===== config.mk =====
export PLATFORM = sky130hd
export DESIGN_NAME = uart_tx_fifo
export DESIGN_NICKNAME = d
export VERILOG_FILES = /design/src/rtl/uart_tx_fifo.sv
export SDC_FILE = /design/constraint.sdc
export NUM_CORES = 1
export LEC_CHECK = 0
export ABC_AREA = 1
export BUFFER_PORTS_ARGS = -buffer_cell sky130_fd_sc_hd__buf_2
export CAP_MARGIN = 20
export CORE_MARGIN = 5
export CORE_UTILIZATION = 45
export DETAILED_ROUTE_END_ITERATION = 16
export GPL_TIMING_DRIVEN = 1
export PLACE_DENSITY = 0.69
export SKIP_LAST_GASP = 1
export SLEW_MARGIN = 10
export SYNTH_ARGS = -nofsm -noshare
export SYNTH_HDL_FRONTEND = slang
export SYNTH_SLANG_ARGS = --single-unit

===== constraint.sdc =====
create_clock -name clk -period 4.4 [get_ports clk]
set_input_delay 0.22 -clock clk [delete_from_list [all_inputs] [get_ports clk]]
set_output_delay 0.22 -clock clk [all_outputs]
set_load 0.01 [all_outputs]

===== src/rtl/uart_tx_fifo.sv =====
// 8N1 UART transmitter fed by a small byte FIFO. The baud divisor is sampled
// when a byte is popped, so each frame keeps one bit period from start to stop.
module uart_tx_fifo #(
  parameter int FIFO_DEPTH = 8,
  parameter int DIV_WIDTH  = 16
) (
  input  logic                          clk,
  input  logic                          rst_n,
  input  logic                          enable,
  input  logic [DIV_WIDTH-1:0]          cycles_per_bit,
  input  logic                          wr_valid,
  input  logic [7:0]                    wr_data,
  output logic                          wr_ready,
  output logic                          tx,
  output logic                          busy,
  output logic [$clog2(FIFO_DEPTH):0]   fifo_count,
  output logic                          fifo_empty
);

  localparam int AW = $clog2(FIFO_DEPTH);
  localparam int CW = AW + 1;

  typedef enum logic [1:0] {IDLE, START, DATA, STOP} state_t;

  logic [7:0]           mem_q [FIFO_DEPTH];
  logic [AW-1:0]        wrPtr_q, rdPtr_q;
  logic [CW-1:0]        count_q, count_d;
  logic                 wrReady_q, empty_q;
  state_t               state_q;
  logic [7:0]           shift_q;
  logic [2:0]           bitIdx_q;
  logic [DIV_WIDTH-1:0] divCnt_q, divLatch_q, divEff;
  logic                 tx_q;
  logic                 push, pop;

  assign push   = wr_valid && wrReady_q;
  assign pop    = (state_q == IDLE) && enable && !empty_q;
  assign divEff = (cycles_per_bit == '0) ? DIV_WIDTH'(1) : cycles_per_bit;

  always_comb begin
    count_d = count_q;
    if (push && !pop) begin
      count_d = count_q + CW'(1);
    end else if (pop && !push) begin
      count_d = count_q - CW'(1);
    end
  end

  always_ff @(posedge clk) begin
    if (push) begin
      mem_q[wrPtr_q] <= wr_data;
    end
  end

  // Ready and empty are registered from the next count so both track each edge.
  always_ff @(posedge clk or negedge rst_n) begin
    if (!rst_n) begin
      wrPtr_q   <= '0;
      rdPtr_q   <= '0;
      count_q   <= '0;
      wrReady_q <= 1'b1;
      empty_q   <= 1'b1;
    end else begin
      if (push) wrPtr_q <= wrPtr_q + AW'(1);
      if (pop)  rdPtr_q <= rdPtr_q + AW'(1);
      count_q   <= count_d;
      wrReady_q <= (count_d != CW'(FIFO_DEPTH));
      empty_q   <= (count_d == '0);
    end
  end

  always_ff @(posedge clk or negedge rst_n) begin
    if (!rst_n) begin
      state_q    <= IDLE;
      shift_q    <= '0;
      bitIdx_q   <= '0;
      divCnt_q   <= '0;
      divLatch_q <= '0;
      tx_q       <= 1'b1;
    end else begin
      case (state_q)
        IDLE: begin
          tx_q <= 1'b1;
          if (pop) begin
            state_q    <= START;
            tx_q       <= 1'b0;
            shift_q    <= mem_q[rdPtr_q];
            divLatch_q <= divEff;
            divCnt_q   <= divEff - DIV_WIDTH'(1);
          end
        end
        START: begin
          if (divCnt_q == '0) begin
            state_q  <= DATA;
            tx_q     <= shift_q[0];
            bitIdx_q <= '0;
            divCnt_q <= divLatch_q - DIV_WIDTH'(1);
          end else begin
            divCnt_q <= divCnt_q - DIV_WIDTH'(1);
          end
        end
        DATA: begin
          if (divCnt_q == '0) begin
            divCnt_q <= divLatch_q - DIV_WIDTH'(1);
            if (bitIdx_q == 3'd7) begin
              state_q <= STOP;
              tx_q    <= 1'b1;
            end else begin
              bitIdx_q <= bitIdx_q + 3'd1;
              shift_q  <= {1'b0, shift_q[7:1]};
              tx_q     <= shift_q[1];
            end
          end else begin
            divCnt_q <= divCnt_q - DIV_WIDTH'(1);
          end
        end
        STOP: begin
          if (divCnt_q == '0) begin
            state_q <= IDLE;
            tx_q    <= 1'b1;
          end else begin
            divCnt_q <= divCnt_q - DIV_WIDTH'(1);
          end
        end
        default: begin
          state_q <= IDLE;
          tx_q    <= 1'b1;
        end
      endcase
    end
  end

  assign wr_ready   = wrReady_q;
  assign tx         = tx_q;
  assign busy       = (state_q != IDLE);
  assign fifo_count = count_q;
  assign fifo_empty = empty_q;

endmodule


# After elaboration in Yosys (flattened, before gate mapping)
# Memory sizes are Yosys's and may differ from the RTL's.
# Cells that the tools add are included.
# totals
regBits	58
ramBits	64
n_memories	1
# classes
add_sub_neg	8
eq_ne	12
n_mux	29
reduce_logical	22
# memory_table
memory	depth	width	read_ports	rd_clocked_by_memory_dff	write_ports	line	rtl
mem_q	8	8	1	0	1	25	logic [7:0] mem_q [FIFO_DEPTH];
# op_table
op	count
two-way mux 16 bit	4
one-hot mux 16 bit (3 select lines)	1
subtractor 16 x 1 -> 16 bit (second input constant)	3
zero test 16 bit	2
two-way mux 8 bit	3
one-hot mux 8 bit (2 select lines)	1
!= test 2 bit (second input constant)	7
two-way mux 2 bit	5
adder 3 x 1 -> 3 bit (second input constant)	3
two-way mux 3 bit	3
two-way mux 4 bit	2
one-hot mux 2 bit (4 select lines)	1
AND reduction 4 bit	2
two-way mux 1 bit	7
one-hot mux 3 bit (2 select lines)	1
nonzero test 2 bit	3
logical AND 1 bit	5
AND reduction 5 bit	1
adder 4 x 1 -> 4 bit (second input constant)	1
equality test 2 bit (second input constant)	2
zero test 4 bit	1
!= test 4 bit (second input constant)	1
one-hot mux 1 bit (4 select lines)	1
AND reduction 2 bit	2
7 further kinds	9

# Depth between registers and ports, before layout
# depth
word_depth	7
depth_mapped	13
ltp_nobuf	13

# Worst setup path before layout
# OpenSTA, ideal clock, no wires.
# synth_path
kind	reg2reg
from	register state_q[0]
to	register divCnt_q[7]
arrival_time_ns	1.580
setup_slack_ns	2.701
path_stages_with_launch	12
synth_period_minus_slack_ns	1.699
path_cell_list	dfrtp_1 > inv_1 > ha_1 > nand2_1 > nor2_4 > nor2_1 > inv_1 > nand2_4 > inv_4 > buf_6 > nor2_1 > nor2_1
# synth_via
elab_chain_cells	5
# synth_lines
element	line	rtl
start: declaration	29	state_t state_q;
start signal: assignment	74	state_q <= IDLE;
start signal: assignment	85	state_q <= START;
start signal: assignment	94	state_q <= DATA;
zero test 2 bit	37, 81	
logical AND 1 bit (2 in a row)	37	assign pop = (state_q == IDLE) && enable && !empty_q;
!= test 2 bit (no source line)	--	
AND reduction 2 bit (no source line)	--	
end signal: assignment	89	divCnt_q <= divEff - DIV_WIDTH'(1);
end signal: assignment	97	divCnt_q <= divLatch_q - DIV_WIDTH'(1);
end signal: assignment	99	divCnt_q <= divCnt_q - DIV_WIDTH'(1);
end: declaration	32	logic [DIV_WIDTH-1:0] divCnt_q, divLatch_q, divEff;
# Parallel ways exist; a longest one is shown, timed or not.
# A chain may end at the register's enable or synchronous reset.

# Worst setup path in the final report
# layout_path
from	register state_q[0]
to	register divCnt_q[10]
# The elaborated chain is that of the path after synthesis.

==> run_results.csv <==
group,metric,value,unit
yosys,yosysWarnings,0,
min_path,min_path_cells,3,
yosys,synthMostInstantiatedCell,"nand2_1",
setup_path,crit_path_start,"state_q[0]$_DFFE_PN0P_",
sta,hold_ws,64.2,ps
drt,wire_per_inst,16.0,um
setup_path,cp_cell_sequence,"inv_1 -> ha_1 -> inv_1 -> nor2_1 -> inv_1 -> nand2_4 -> inv_4 -> nand3_1 -> nand2_1 -> nand2_1 -> nand2_1",
floorplanning,die_height,132,um
clock_network,clock_latency,430,ps
floorplanning,io_pins,36,
cells_and_area,fin_nets,876,
sta,min_period,2790,ps
setup_path,cp.required,4710,ps
pwr,max-vdd-ir-drop,388,uV
global_route,grt_overflow,0,
yosys,synth_edf_count,64,
sta,slew_violations,0,
setup_path,reg2reg_depth,11,
sta,slew_headroom,0.263,
drt,antenna_left,0,
floorplanning,std_cell_rows,44,
floorplanning,dieArea,0.0175,sq mm
setup_path,critical_path_depth,11,
global_route,grt_pass1_wl,26800,um
setup_path,endpoint,"divCnt_q[10]$_DFFE_PN0P_",
sta,setup_viol,0,
cells_and_area,fillers,1322,
sta,hold_violations,0,
setup_path,end_kind,"flop",
drt,drt_iter0_markers,486,
pwr,switching_share,0.432,
setup_path,worstSetupStartpointType,"flop",
clock_network,cts_max_level,4,
sta,fmax,0.358,GHz
min_path,hp-class,"primary input to flop",
pwr,p_int,3170,uW
yosys,synth_cell_types,46,
yosys,yosysTopAreaCell,"edfxtp_1",
placed_design,hpwl,11500,um
drt,drcViolationCount,0,
setup_path,cp_data_arrival_time,3100,ps
global_route,grt_pass1_vias,5158,
pwr,comb_power_share,0.418,
sta,fin_skew,9.42,ps
setup_path,crit_type,"flop to flop",
sta,setup-tns-final,0,ps
setup_path,critPathSlowestCell,"ha_1",
setup_path,r2r_start,"state_q[0]$_DFFE_PN0P_",
clock_network,cts_tree,"built",
pwr,p_switching,2420,uW
cells_and_area,areaGrowthSynthToFinish,13.3,%
drt,vias,5569,
setup_path,crit_family,"buffers and inverters",
setup_path,path_max_fanout,22,
clock_network,numCtsBuffers,17,
yosys,ys_ff_latch,122,
floorplanning,die_x,132,um
setup_path,cp_slowest_stage_delay,540,ps
yosys,synth_cells,799,
pwr,clock_power_share,0.240,
sta,worstMarginPinSlew,1110,ps
pwr,power_density,735,mW/mm^2
run_status,status,"completed",
clock_network,cts_max_path_buffers,2,
job,cap_viol_max_count,0,
yosys,syn_area,0.00672,sq mm
pwr,seq_power_share,0.342,
setup_path,cp_num_buf_inv,4,
setup_path,timing.reg2reg.setup_slack,1610,ps
yosys,synth_ff_type,"edfxtp_1",
yosys,synth.area.top_cells,"edfxtp_1 (29%), dfrtp_1 (20%), nand2_1 (12%)",
clock_network,cts_root_buffer,"clkbuf_16",
drt,viasPerCell,5.40,
cells_and_area,drive_gt1_frac,0.143,
placed_design,io_buffers,35,
global_route,grt_util_all_layers,0.193,
drt,first_pass_iters,5,
clock_network,cts.sinks,122,
placed_design,routabilityCongestion,0.913,
yosys,synth_common_cells,"nand2_1 (208), nor2_1 (109), edfxtp_1 (64), o21ai_0 (60), inv_1 (58)",
sta,min_period_over_period,0.635,
sta,rsz0062_at_grt,"no",
setup_path,rr_endpoint,"divCnt_q[10]$_DFFE_PN0P_",
clock_network,cts_setup_buffers,0,
drt,routed_wl,16500,um
yosys,syn_area_per_cell,8.40,sq um
yosys,synth_nets,841,
yosys,async_flop_share,0.475,
global_route,grt_max_degree,59,
cells_and_area,antenna_cells,0,
floorplanning,core_area,0.0146,sq mm
pwr,leakagePower,0.00328,uW
yosys,seq_area_frac_synth,0.503,
clock_network,clkSlewWorstSetupHoldPaths,60,ps
floorplanning,start_util,0.460,
yosys,netlist.area_leader.share,0.286,
global_route,antenna_found_initial,0,
power groups by stage:
stage / clock network [uW] / logic [uW] / registers [uW]
2_1_floorplan: 0 / 1840 / 1810
3_3_place_gp: 0 / 2270 / 1910
3_5_place_dp: 0 / 2320 / 1920
4_1_cts: 1360 / 2330 / 1900
5_1_grt: 1410 / 2670 / 1950
6_report: 1340 / 2340 / 1910
worst min-delay path, stage by stage:
cell and delay [ps]:
buf_2 120, nand2_1 50, o21ai_0 60
sequential cells by signal, indices dropped and copies added, names as in the netlist:
name,cells
divCnt_q,16
state_q,2
wr_ready,1
fifo_empty,1
rdPtr_q,3
fifo_count,4
shift_q,8
tx,1
wrPtr_q,3
divLatch_q,16
mem_q,64
bitIdx_q,3
worst min-delay path by stage:
stage	start	endpoint	slack, ps
after floorplan	rst_n	bitIdx_q[0]$_DFFE_PN0P_	-80
after global placement	rst_n	divLatch_q[11]$_DFFE_PN0P_	420
after detailed placement	rst_n	divLatch_q[11]$_DFFE_PN0P_	420
after CTS	cycles_per_bit[12]	divLatch_q[12]$_DFFE_PN0P_	50
after global routing	wr_data[1]	mem_q[2][1]$_DFFE_PP_	70
final	cycles_per_bit[12]	divLatch_q[12]$_DFFE_PN0P_	60
per-stage QoR:
stage | area, sq um | setup WS [ps] | std cells | utilization | total power, uW
3_5_place_dp | 7030 | 1620 | 998 | 0.482 | 4240
3_3_place_gp | 7030 | 1760 | 998 | 0.482 | 4180
5_1_grt | 7610 | 1360 | 1031 | 0.522 | 6030
4_1_cts | 7610 | 1620 | 1031 | 0.522 | 5600
2_1_floorplan | 6720 | 2700 | 799 | - | 3650
6_report | 7610 | 1610 | 1031 | 0.522 | 5590
cells in the final DEF (no fill, tap or decap), types with 12 or more instances in the layout:
cell type,instances
xor2_1,13
clkbuf_16,17
inv_1,58
o21ai_0,60
nand2_1,208
a21oi_1,24
o211ai_1,12
edfxtp_1,64
buf_2,35
or2_2,16
nand3_1,53
ha_1,14
dfrtp_1,55
nor2_1,109
logic make-up (layout without fill, tap and decap cells):
logic type               Yosys count  after routing  share of synthesized area
buffers and inverters             87            135                     0.0529
adder cells (fa/ha/maj)           14             14                     0.0261
AO/OA/AOI/OAI                    129            129                      0.113
AND/OR/NAND/NOR                  424            424                      0.274
multiplexers                       3              3                    0.00447
flip-flops                       122            122                      0.503
XOR/XNOR                          20             20                     0.0261
per-layer routing:
layer | wire length, um | share of wire | GRT usage
met1 | 7550 | 0.46 | 0.274
met2 | 7490 | 0.45 | 0.286
met3 | 1040 | 0.063 | 0.0431
met4 | 430 | 0.026 | 0.0771
met5 | 0 | 0 | 0
cell type report:
class,count,area (sq um),area share
Sequential cell,122,3380,0.444
Multi-Input combinational cell,590,2980,0.392
Clock buffer,21,460,0.0605
Inverter,65,248,0.0326
Tap cell,184,230,0.0303
Timing Repair Buffer,38,200,0.0263
Clock inverter,11,111,0.0146
timing repair:
item | CTS | global route
hold buffers | 1 | 0
resized for setup | 0 | 0
endpoints found under the hold margin | 55 | 0
(Power assumes the default switching activity.)
